--- src/rtl/prod_accum_pkg.sv ---
// prod_accum_pkg: shared constants, state encoding and counter sizing for the accumulate stage
package prod_accum_pkg;
  localparam int PROD_W = 4;
  typedef enum logic {ACC, HOLD} state_t;
  function automatic int cnt_w(input int n);
    return $clog2(n + 1);
  endfunction
endpackage

--- src/rtl/prod_accum_if.sv ---
// prod_accum_if: product input and frame result valid/ready handshakes
interface prod_accum_if
  import prod_accum_pkg::*;
#(
  parameter int ACC_W = 8
);
  logic              in_valid;
  logic              in_ready;
  logic [PROD_W-1:0] prod;
  logic              out_valid;
  logic              out_ready;
  logic [ACC_W-1:0]  sum;
  logic              ovf;
  modport master (output in_valid, prod, out_ready, input in_ready, out_valid, sum, ovf);
  modport slave  (input in_valid, prod, out_ready, output in_ready, out_valid, sum, ovf);
endinterface

--- src/rtl/prod_accum.sv ---
// prod_accum: sums fixed-length frames of N products and presents the total with a carry flag
module prod_accum
  import prod_accum_pkg::*;
#(
  parameter int N     = 4,
  parameter int ACC_W = 8
) (
  input  logic         clk,
  input  logic         rst_n,
  input  logic         clr,
  prod_accum_if.slave  bus
);
  localparam int CW = cnt_w(N);
  if (N < 1 || N > 255) begin : g_bad_n
    $error("prod_accum: N out of range 1..255");
  end
  if (ACC_W < 4 || ACC_W > 32) begin : g_bad_w
    $error("prod_accum: ACC_W out of range 4..32");
  end
  state_t           state_q, state_d;
  logic [ACC_W-1:0] acc_q, acc_d;
  logic [CW-1:0]    cnt_q, cnt_d;
  logic             ovf_q, ovf_d;
  logic [ACC_W-1:0] prod_x;
  logic [ACC_W:0]   add;
  logic             last;
  assign prod_x        = ACC_W'(bus.prod);
  assign add           = {1'b0, acc_q} + {1'b0, prod_x};
  assign last          = cnt_q == CW'(N - 1);
  assign bus.in_ready  = state_q == ACC || bus.out_ready;
  assign bus.out_valid = state_q == HOLD;
  assign bus.sum       = acc_q;
  assign bus.ovf       = ovf_q;
  // Next state: clr wins; in HOLD a draining result may overlap the next frame's first product
  always_comb begin
    state_d = state_q;
    acc_d   = acc_q;
    cnt_d   = cnt_q;
    ovf_d   = ovf_q;
    if (clr) begin
      state_d = ACC;
      acc_d   = '0;
      cnt_d   = '0;
      ovf_d   = 1'b0;
    end else if (state_q == ACC) begin
      if (bus.in_valid) begin
        acc_d   = add[ACC_W-1:0];
        ovf_d   = ovf_q | add[ACC_W];
        cnt_d   = last ? '0 : cnt_q + CW'(1);
        state_d = last ? HOLD : ACC;
      end
    end else if (bus.out_ready) begin
      acc_d   = bus.in_valid ? prod_x : '0;
      ovf_d   = 1'b0;
      cnt_d   = (bus.in_valid && N > 1) ? CW'(1) : '0;
      state_d = (bus.in_valid && N == 1) ? HOLD : ACC;
    end
  end
  // State registers with asynchronous clear
  always_ff @(posedge clk or negedge rst_n) begin
    if (!rst_n) begin
      state_q <= ACC;
      acc_q   <= '0;
      cnt_q   <= '0;
      ovf_q   <= 1'b0;
    end else begin
      state_q <= state_d;
      acc_q   <= acc_d;
      cnt_q   <= cnt_d;
      ovf_q   <= ovf_d;
    end
  end
endmodule

--- src/flat_wrapper.sv ---
// flat-port wrapper written by rule: the top's interface ports become plain ports
module prod_accum_flat import prod_accum_pkg::*;
#(
  parameter int N     = 4,
  parameter int ACC_W = 8
)
  (clk, rst_n, clr, bus_in_valid, bus_prod, bus_out_ready, bus_in_ready, bus_out_valid, bus_sum, bus_ovf);
  prod_accum_if #(.ACC_W(ACC_W)) bus_i ();
  input  logic clk;
  input  logic rst_n;
  input  logic clr;
  input wire logic [$bits(bus_i.in_valid)-1:0] bus_in_valid;
  input wire logic [$bits(bus_i.prod)-1:0] bus_prod;
  input wire logic [$bits(bus_i.out_ready)-1:0] bus_out_ready;
  output wire logic [$bits(bus_i.in_ready)-1:0] bus_in_ready;
  output wire logic [$bits(bus_i.out_valid)-1:0] bus_out_valid;
  output wire logic [$bits(bus_i.sum)-1:0] bus_sum;
  output wire logic [$bits(bus_i.ovf)-1:0] bus_ovf;
  assign bus_i.in_valid = bus_in_valid;
  assign bus_i.prod = bus_prod;
  assign bus_i.out_ready = bus_out_ready;
  assign bus_in_ready = bus_i.in_ready;
  assign bus_out_valid = bus_i.out_valid;
  assign bus_sum = bus_i.sum;
  assign bus_ovf = bus_i.ovf;
  prod_accum #(.N(N), .ACC_W(ACC_W)) u_core (.clk(clk), .rst_n(rst_n), .clr(clr), .bus(bus_i));
endmodule
--- config.mk ---
export PLATFORM = sky130hd
export DESIGN_NAME = prod_accum_flat
export DESIGN_NICKNAME = d
export VERILOG_FILES = /design/src/rtl/prod_accum_pkg.sv /design/src/rtl/prod_accum_if.sv /design/src/rtl/prod_accum.sv /design/src/flat_wrapper.sv
export SDC_FILE = /design/constraint.sdc
export NUM_CORES = 1
export LEC_CHECK = 0
export CAP_MARGIN = 25
export CORE_UTILIZATION = 48
export CTS_BUF_LIST = sky130_fd_sc_hd__clkbuf_16
export DETAILED_ROUTE_END_ITERATION = 12
export PLACE_DENSITY = 0.78
export SLEW_MARGIN = 20
export SYNTH_ARGS = -nofsm -noshare
export SYNTH_HDL_FRONTEND = slang
export SYNTH_SLANG_ARGS = --single-unit
--- constraint.sdc ---
create_clock -name clk -period 1.95 [get_ports clk]
set_input_delay 0.585 -clock clk [delete_from_list [all_inputs] [get_ports clk]]
set_output_delay 0.585 -clock clk [all_outputs]
set_load 0.03 [all_outputs]
# After elaboration in Yosys (flattened, before gate mapping)
# Index checks and enable logic that the tools add are counted.
dict set report classes {
  bitwise 2
  mux 20
  n_addsub 2
  reduce_logical 3
  n_eq_ne 2
}
# operator count
set ops {}
lappend ops {{2-to-1 mux 8 bit} 4}
lappend ops {{2-to-1 mux 3 bit} 5}
lappend ops {{2-to-1 mux 1 bit} 10}
lappend ops {{adder 8 x 4 -> 9 bit} 1}
lappend ops {{2-to-1 mux 4 bit} 1}
lappend ops {{adder 3 x 1 -> 3 bit, second input constant} 1}
lappend ops {{== test 3 x 2 -> 1 bit, second input constant} 1}
lappend ops {{!= test 3 bit, second input constant} 1}
lappend ops {{nonzero test 3 bit} 1}
lappend ops {{AND reduction 2 bit} 1}
lappend ops {{logical OR 1 bit} 1}
lappend ops {{inverter 1 bit} 1}
lappend ops {{bitwise OR 1 bit} 1}
dict set report word_totals {
  register_bits 13
  elab_cells 33
  output_inout_bits 11
  inputBits 9
}

# Longest topological paths before layout
dict set report depth {
  ltp_word 5
  ltp_mapped 6
  mapped_depth_nobuf 6
}

# Least setup slack after synthesis
# No wires, ideal clock.
dict set report synth_path {
  path_type {input to register}
  startpoint {input bus_prod[0]}
  endpoint {register u_core.ovf_q (netlist: u_core.bus.ovf)}
  stages 6
  path_slack_ps 37
  arrival_ps 1794
  required_ps 1831
  path_buffers 0
  path_cell_list {ha_1 > fa_1 > a21o_1 > a21oi_1 > nor3_1 > o21a_1}
}
dict set report synth_via {
  elab_chain_len 5
}
# item line
set synth_rtl {}
lappend synth_rtl {{start, declared} flat_wrapper.sv:13} ;# input wire logic [$bits(bus_i.prod)-1:0] bus_prod;
lappend synth_rtl {{adder 8 x 4 -> 9 bit} prod_accum.sv:28} ;# assign add = {1'b0, acc_q} + {1'b0, prod_x};
lappend synth_rtl {{bitwise OR 1 bit} prod_accum.sv:48} ;# ovf_d = ovf_q | add[ACC_W];
lappend synth_rtl {{2-to-1 mux 1 bit} prod_accum.sv:46} ;# if (bus.in_valid) begin
lappend synth_rtl {{2-to-1 mux 1 bit} prod_accum.sv:45} ;# end else if (state_q == ACC) begin
lappend synth_rtl {{2-to-1 mux 1 bit} prod_accum.sv:40} ;# if (clr) begin
lappend synth_rtl {{end signal, assigned} prod_accum.sv:70} ;# ovf_q <= ovf_d;
lappend synth_rtl {{end, declared} prod_accum.sv:23} ;# logic ovf_q, ovf_d;
# Every way passes these cells. The select of a mux whose other input is x is not followed.
# A chain may end at the register's enable or synchronous reset.

# Worst setup path in the final report
dict set report layout_path {
  startpoint {input bus_prod[2]}
  endpoint {register u_core.acc_q[7] (netlist: u_core.bus.sum[7])}
}
dict set report layout_via {
  elab_chain_len 4
}
# item line
set layout_rtl {}
lappend layout_rtl {{adder 8 x 4 -> 9 bit} prod_accum.sv:28}
lappend layout_rtl {{2-to-1 mux 8 bit} prod_accum.sv:46}
lappend layout_rtl {{2-to-1 mux 8 bit} prod_accum.sv:45}
lappend layout_rtl {{2-to-1 mux 8 bit} prod_accum.sv:40}
lappend layout_rtl {{end signal, assigned} prod_accum.sv:63} ;# acc_q <= '0;
lappend layout_rtl {{end signal, assigned} prod_accum.sv:68} ;# acc_q <= acc_d;
lappend layout_rtl {{end, declared} prod_accum.sv:21} ;# logic [ACC_W-1:0] acc_q, acc_d;
# Every way passes these cells. The select of a mux whose other input is x is not followed.

==> metrics.txt <==
failing checks=DRC; Final Skew=between 0.002 and 0.0025 ns; antenna fix cells=0; CTS buffer count=3; Reg-to-Reg End=u_core.bus.sum[7]; CP max stage cell=or4_4; Worst-path clk slew=0.05 ns; drt pass-1 iters=8; HP Start=u_core.cnt_q[2]; top cells by count, synth=13 x dfrtp_1, 9 x a21oi_1, 5 x ha_1, 5 x nand2_1, 5 x nand2b_1; met3 wire length=~160 µm; Post-synth EDFFs=0; CP delay by family, top=simple AND/OR/NAND/NOR gates; num ports=20; crit start category=input port; #FFs+latches synth=13; RSZ-0062 raised after global routing=yes; Tightest Pin Transition=roughly 0.36 ns; wire length per cell=17.2 µm; Synth Net Count=100; H-tree depth=1; FMAX=516 MHz; Net Sw Frac=just under 30%; clock latency at the later pin of the worst-skew pair=around 0.24 ns; Nets=~130; ys flop type=dfrtp_1; Fill cells=96; vias=approximately 820; asr flop ratio synth=100%; final WL=2310 µm; NetSw=around 0.00029 W; Num Clock Sinks=13; Area Growth Syn to Fin=51.5%; die width=about 44 µm; WL met2=1130 µm; Int Pwr=0.000696 W; register-to-register setup slack=approximately 0.19 ns; Hold Fails Final Rpt=0; final setup fails=0; Max Root-Sink Buffers=2; Site Rows=14; critical path class=input port to flip-flop; Slew HR=76.2%; worst hold slack=0.475 ns; Post-Syn Area=about 830 µm²; top routing layer used=met4; Syn Inst Count=between 80 and 90; fin. max-slew vios=0; DR iter-0 viols=34; max cap viols=0; cell type with the largest total area after synthesis=dfrtp_1; synthesized area per cell=approximately 10 µm²; Flop pwr share=between 30% and 40%; IO Port Bufs=19; Initial Util=between 50% and 60%; critical-path maximum fanout=4; Worst EP arrival=between 2 and 2.5 ns; first-pass GRT wire length=between 3000 and 4000 µm; Multi-input gate area=roughly 540 µm²; Final Util=about four fifths; Worst Path Required=about 2.1 ns; status=finished, violations left; metal1 wirelength=approximately 970 µm; Clk pwr share=about two fifths; CP Cell Sequence=dlygate4sd2_1, ha_4, nand3_2, a2bb2oi_4, or4_4, a21oi_2; vias in the first global route=764; Synthesis Warnings=0; Buf/Inv on CP=1; worst r2r src=u_core.bus.sum[3]; layout cell share with drive strength beyond 1=27.1%; core region area=around 0.0016 mm²; initial antenna violation count=0; Tcrit/Tclk final=about 99%; clock period minus worst slack=around 1.9 ns; remaining antenna violation count=0; hold path endpoint=u_core.cnt_q[2]; Crit path largest cell delay=0.49 ns; P_leak=just over 0.6 nW; largest cells by area after synthesis=dfrtp_1 39%, ha_1 7.5%, a21oi_1 5.4%; Tot GR Track Use=about a quarter; Storage cell area=approximately 330 µm²; count leader, synth=dfrtp_1; Hold WC Path Type=flip-flop to flip-flop; R2R depth=5; top cell type's share of synthesized area=approximately two fifths; global placement routability congestion=between 0.7 and 0.8; Comb power frac=between 20% and 30%; full die area=approximately 0.0019 mm²; CTS tree=yes; post-DR vias/cell=approximately 6.1; number of remaining DRC errors=3; Power per Cell Area=783 mW/mm²; Max rail drop VDD=0.000650 V; sequential area share after synthesis=between 30% and 40%; Distinct cells, synth=34; Post-CTS Hold Fix Bufs=0; Final HPWL DP=roughly 1500 µm; root buffer cell=clkbuf_16; largest net degree at the start of global routing=14; CP Capture Type=flip-flop; die height=43.6 µm; hold path cells=1; GRT overflow=0
[power by group through the flow]
stage                     Combinational (W)  Clock, W  Sequential, W
final                              0.000283  0.000387       0.000315
after global routing               0.000302  0.000410       0.000318
after CTS                          0.000250  0.000389       0.000313
after detailed placement           0.000240         0       0.000313
after global placement             0.000233         0       0.000312
after floorplan                    0.000110         0       0.000340
[cells by family after synthesis]
| logic type | count (synthesis) | synth area share, % |
|---|---|---|
| mux | 1 | 1.20 |
| xor+xnor | 2 | 2.11 |
| fa+ha+maj | 6 | 9.94 |
| simple gates | 25 | 16.7 |
| compound gates | 31 | 25.4 |
| flops | 13 | 39.2 |
| buf+inv | 7 | 5.42 |
[cell usage in the layout (no fill, tap or decap), types with 3 or more instances in the layout]
cell             Yosys  final
inv_1                3      4
o31ai_1              3      3
nand2b_1             5      5
clkdlybuf4s50_1      0      7
dfrtp_1             13     13
clkbuf_16            0      3
a21oi_1              9      7
o21ai_0              3      3
dlygate4sd2_1        0      9
nand2_1              5      5
buf_4                1     15
[what timing repair did]
action	CTS	global route
cloned	0	0
setup endpoints to repair	10	6
resized for setup	16	7
setup buffers	0	1
pin swaps	6	3
[worst max path at each step]
stage	slack, ns	start	cells after the start	to
after floorplan	0.04	bus_prod[0]	6	u_core.bus.ovf
final	0.01	bus_prod[2]	6	u_core.bus.sum[7]
after CTS	0.03	u_core.bus.sum[2]	1	bus_sum[2]
after global placement	-0.47	bus_prod[0]	7	u_core.bus.ovf
after global routing	-0.03	bus_prod[3]	6	u_core.bus.sum[7]
after detailed placement	-0.52	bus_prod[0]	7	u_core.bus.ovf
[per-layer routing]
layer,up-vias,global-route usage (%)
met4,0,13.1
met5,-,0
met1,391,30.2
met3,7,7.08
met2,40,40.0
li1,386,-
[flip-flops by register name, summed over array words and instances (netlist names)]
| name | cells |
|---|---|
| u_core.bus.sum | 8 |
| u_core.bus.out_valid | 1 |
| u_core.cnt_q | 3 |
| u_core.bus.ovf | 1 |
[metrics by stage]
| step | power, W | area [µm²] | TNS, ns | std cells | setup WS, ns |
|---|---|---|---|---|---|
| finish | 0.000985 | 1260 | 0 | 134 | 0.0123 |
| floorplan | 0.000450 | 831 | 0 | 85 | 0.0373 |
| CTS | 0.000953 | 1210 | 0 | 133 | 0.0263 |
| detailed placement | 0.000553 | 1100 | -3.32 | 129 | -0.519 |
| global placement | 0.000546 | 1100 | -3.02 | 129 | -0.467 |
| global route | 0.00103 | 1260 | -0.0588 | 134 | -0.0317 |
[layout make-up]
class,instances,share of cell area [%]
Clock buffer,3,5.96
Multi-Input combinational cell,65,42.6
Clock inverter,1,0.298
Timing Repair Buffer,33,22.8
Tap cell,16,1.59
Sequential cell,13,25.8
Inverter,3,0.895
Note: power is estimated with default switching activity, not from simulation.
